### config.mk
export PLATFORM = sky130hd
export DESIGN_NAME = apb_mst_muxn
export DESIGN_NICKNAME = d
export VERILOG_FILES = /design/src/rtl/apb_mst_muxn.sv
export SDC_FILE = /design/constraint.sdc
export NUM_CORES = 1
export LEC_CHECK = 0
export BUFFER_PORTS_ARGS = -buffer_cell sky130_fd_sc_hd__buf_2
export CAP_MARGIN = 20
export CORE_AREA = 2 2 208 210
export DETAILED_ROUTE_END_ITERATION = 12
export DIE_AREA = 0 0 210 212
export SKIP_LAST_GASP = 1
export SLEW_MARGIN = 40
export SYNTH_ARGS = -nofsm -noshare
export SYNTH_HDL_FRONTEND = slang
export SYNTH_SLANG_ARGS = --single-unit
### constraint.sdc
create_clock -name clk -period 2.8 [get_ports clk]
set_input_delay 0.14 -clock clk [delete_from_list [all_inputs] [get_ports clk]]
set_output_delay 0.14 -clock clk [all_outputs]
set_load 0.01 [all_outputs]
### src/rtl/apb_mst_muxn.sv
// apb_mst_muxn: NUM-to-1 APB requester mux with registered round-robin arbitration and own SETUP/ACCESS phasing.
// Optional ACCESS watchdog enabled by defining APB_MUXN_TIMEOUT_EN.
module apb_mst_muxn #(
  parameter int NUM = 4,
  parameter int AW = 32,
  parameter int DW = 32,
  parameter int TO_CYCLES = 256,
  localparam int GW = (NUM > 1) ? $clog2(NUM) : 1,
  localparam int SW = DW / 8
) (
  input  logic              clk,
  input  logic              rst,
  input  logic [NUM*AW-1:0] s_paddr,
  input  logic [NUM*DW-1:0] s_pwdata,
  input  logic [NUM-1:0]    s_psel,
  input  logic [NUM-1:0]    s_penable,
  input  logic [NUM-1:0]    s_pwrite,
  input  logic [NUM*SW-1:0] s_pstrb,
  output logic [NUM-1:0]    s_pready,
  output logic [NUM-1:0]    s_pslverr,
  output logic [NUM*DW-1:0] s_prdata,
  output logic [AW-1:0]     m_paddr,
  output logic [DW-1:0]     m_pwdata,
  output logic              m_psel,
  output logic              m_penable,
  output logic              m_pwrite,
  output logic [SW-1:0]     m_pstrb,
  input  logic              m_pready,
  input  logic              m_pslverr,
  input  logic [DW-1:0]     m_prdata,
  output logic [GW-1:0]     gnt_id
);
  typedef enum logic [1:0] {IDLE, SETUP, ACCESS} state_t;
  state_t state, state_nx;
  logic [GW-1:0] ptr, gnt, pick, idx;
  logic active, held, done, abort, tmo, fin, unused;
  assign active = state != IDLE;
  assign held = s_psel[gnt];
  assign done = state == ACCESS && held && m_pready;
  // a granted requester dropping psel mid-transfer abandons it silently
  assign abort = active && !held;
  assign fin = done || abort || tmo;
  assign gnt_id = gnt;
`ifdef APB_MUXN_TIMEOUT_EN
  localparam int TW = $clog2(TO_CYCLES + 1);
  logic [TW-1:0] wd;
  assign tmo = state == ACCESS && held && !m_pready && wd == TW'(TO_CYCLES);
  assign unused = ^s_penable;
  always_ff @(posedge clk) begin
    if (rst || state_nx == SETUP) wd <= '0;
    else if (state == ACCESS) wd <= wd + 1'b1;
  end
`else
  assign tmo = 1'b0;
  assign unused = ^s_penable ^ (TO_CYCLES > 0);
`endif
  // highest offset first so the lowest offset from ptr wins
  always_comb begin
    pick = ptr;
    idx = '0;
    for (int i = NUM - 1; i >= 0; i--) begin
      idx = GW'((int'(ptr) + i) % NUM);
      if (s_psel[idx]) pick = idx;
    end
  end
  always_comb state_nx = state == IDLE ? (|s_psel ? SETUP : IDLE) : fin ? IDLE : ACCESS;
  always_ff @(posedge clk) begin
    if (rst) begin
      state <= IDLE;
      ptr <= '0;
      gnt <= '0;
    end else begin
      state <= state_nx;
      if (state == IDLE && |s_psel) gnt <= pick;
      if (fin) ptr <= gnt == GW'(NUM - 1) ? '0 : gnt + 1'b1;
    end
  end
  assign m_psel = active;
  assign m_penable = state == ACCESS;
  assign m_paddr = active ? s_paddr[gnt*AW +: AW] : '0;
  assign m_pwdata = active ? s_pwdata[gnt*DW +: DW] : '0;
  assign m_pwrite = active && s_pwrite[gnt];
  assign m_pstrb = active ? s_pstrb[gnt*SW +: SW] : '0;
  always_comb begin
    s_pready = '0;
    s_pslverr = '0;
    s_prdata = '0;
    if (done || tmo) begin
      s_pready[gnt] = 1'b1;
      s_pslverr[gnt] = tmo || m_pslverr;
      s_prdata[gnt*DW +: DW] = tmo ? '0 : m_prdata;
    end
  end
endmodule

==> impl_metrics.toml <==
[status]
status = "completed"

[placement]
placed_area_um2 = 6670
dp_hpwl_um = 17700
numPortBuffers = 524
gp_routability_congestion = 0.799

[floorplanning]
io_pins = 529
start_util = 0.0807
coreArea_um2 = 42500
rows = 76
die_area_um2 = 44500
die_w_um = 210
fp.dieH_um = 212

[min_path]
min-delay-start = "rst"
hp-class = "in -> reg"
whs_path_depth = 2
hold_end = "gnt_id[0]$_SDFFE_PP0P_"

[pwr]
power_leakage_nw = 3.61
cellPowerDensity_nw_per_um2 = 220
ir_worst_vdd_mv = 0.169
finalPower_mw = 1.49

[timing]
finalMaxSlewViolations = 0
period_needed_ns = 2.49
rsz0062_at_grt = "no"
timing.setup.tns_ns = 0
min_period_over_period = 0.890
finalHoldViolCount = 0
tightestPinTransition_ns = 0.664
slew_headroom = 0.551
clock_skew_ns = 0.00300
clock.fmax_ghz = 0.401
finalSetupViolations = 0

[final_layout]
final_util = 0.159
postLayoutCellArea_um2 = 6760
syn_to_final_growth_pct = 96.9
layout-drive-gt1-share = 0.712
fin_nets = 1184

[grt]
grtUsageTotal = 0.0824
grt_overflow = 0
grt_pass1_wl_um = 28100
grt_antenna_before_repair = 11
grt_max_degree = 72
grt_pass1_vias = 4998

[clock_tree]
clock_latency_ns = 0.23
h-tree-depth = 1
cts_hold_buf = 0
cts.sinks = 6
ctsResizeCount = 0
cts_made_buffers = 3
cts_setup_buffers = 0
clk_path_buf_depth = 2
cts-root-buf = "clkbuf_16"
cts_tree = "built"
cts.reportedPaths.clkPinSlew_ns = 0.04

[worst_setup_path]
crit_type = "reg -> out"
crit_path_cell_trace = "mux4_2 -> and3_1 -> and4bb_2 -> and2_1 -> buf_2"
rr_worst_depth = 4
crit_required_ns = 2.66
critPathLaunchType = "register"
crit_fanout = 32
crit_slowest_cell = "mux4_2"
reg2reg_slack_ns = 1.11
crit_path_end_kind = "output pin"
r2r_end = "ptr[1]$_SDFFE_PP0N_"
critPathArrivalTime_ns = 2.35
cpPeakStageDelay_ns = 0.61
reg2reg_from = "gnt_id[0]$_SDFFE_PP0P_"

[detailed_routing]
drtIter0Drc = 221
detail_route.wirelength_um = 20300
route.detailed.wl_per_inst_um = 14.4
viasPerCell = 3.54
ant_nets = 0
route.detailed.drc = 0
dr.pass1.iters = 4
vias = 4984

[synth]
yosysWarnings = 0
syn_area_um2 = 3430
synth-seq-cells = 6
seq_area_frac_synth = 0.0350
synth_edf_count = 0
synth_async_sr_flop_share = 0
synthFlopType = "dfxtp_1"
avgSynthCellArea_um2 = 9.56
syn_inst = 359
syn_nets = 684
synth_cell_types = 26

[run]
cap_violations = 0
==> synth_stat cells (all sizes together) (2+ instances only) <==
cell type,count,area share
nor2,6,0.0066
clkbuf,28,0.031
inv,7,0.0077
mux4,70,0.46
nor3,2,0.0029
nand2,2,0.0022
buf,8,0.012
ha,5,0.018
a221oi,2,0.0051
dfxtp,6,0.035
mux2i,2,0.0058
nor4b,2,0.0095
and2,201,0.37
and3,5,0.0091
a21oi,3,0.0044
==> stage by stage <==
stage / std cells / setup WS (ns) / hold WS, ns
6_report: 1407 / 0.307 / 0.147
5_1_grt: 1407 / 0.131 / 0.161
4_1_cts: 1404 / 0.260 / 0.150
3_5_place_dp: 1400 / 0.515 / 0.385
3_3_place_gp: 1400 / 0.321 / 0.383
2_1_floorplan: 359 / 0.490 / 0.209
==> metal layers <==
| metal | part of all wire | wire length, µm | global-route usage | up-vias |
|---|---|---|---|---|
| li1 | - | - | - | 2293 |
| met1 | 0.36 | 7320 | 0.0864 | 2296 |
| met2 | 0.50 | 10200 | 0.155 | 342 |
| met3 | 0.10 | 2030 | 0.0263 | 41 |
| met4 | 0.032 | 658 | 0.0284 | 12 |
| met5 | 0.0045 | 91 | 0 | - |
==> registers in the layout, indices dropped and copies added, names as in the netlist <==
| register | cells |
|---|---|
| gnt_id | 2 |
| ptr | 2 |
| state | 2 |
==> final cells by class <==
type | count | area [µm²]
Timing Repair Buffer | 531 | 2690
Multi-Input combinational cell | 310 | 3150
Tap cell | 546 | 683
Fill cell | 4823 | 35700
Sequential cell | 6 | 128
Clock buffer | 4 | 78.8
Inverter | 7 | 26.3
Antenna cell | 3 | 7.51
==> cell families (layout without fill, tap and decap cells) <==
kind of cell               Yosys count  after routing  synth area share
DFF                                  6              6            0.0350
muxes                               73             73             0.468
AOI/OAI and AO/OA                    9              9            0.0193
and+or+nand+nor                    223            223             0.409
adders and majority gates            5              5            0.0182
buffers and inverters               43            542            0.0499
other                                0              3                 0
==> cell usage in the layout (no fill, tap or decap), types with 2 or more instances in the layout <==
master and instances:
ha_1 5, clkbuf_16 3, mux2i_1 2, buf_2 524, dfxtp_4 2, buf_4 6, and3_1 5, inv_1 6
nor2_1 6, and2_1 201, mux4_2 70, nand2_1 2, a221oi_1 2, diode_2 3, a21oi_1 3, dfxtp_1 4
==> worst max path at each step <==
| stage | from | end | cells after the start |
|---|---|---|---|
| global placement | gnt_id[0]$_SDFFE_PP0P_ | s_prdata[62] | 5 |
| finish | gnt_id[0]$_SDFFE_PP0P_ | s_prdata[68] | 5 |
| detailed placement | gnt_id[0]$_SDFFE_PP0P_ | s_prdata[85] | 5 |
| CTS | gnt_id[0]$_SDFFE_PP0P_ | s_prdata[85] | 5 |
| floorplan | gnt_id[1]$_SDFFE_PP0P_ | s_prdata[10] | 7 |
| global route | gnt_id[0]$_SDFFE_PP0P_ | s_prdata[68] | 5 |
==> critical path, delay by kind of cell, from the launching register on <==
family	cells	cell delay [ns]
AND/OR/NAND/NOR	3	0.94
flip-flops	1	0.41
multiplexers	1	0.61
buffers and inverters	1	0.13
==> power by group <==
group	switching (mW)	internal (mW)
logic	0.507	0.627
clock network	0.0535	0.189
registers	0.0141	0.0972
Power figures use the tool's default switching activity.
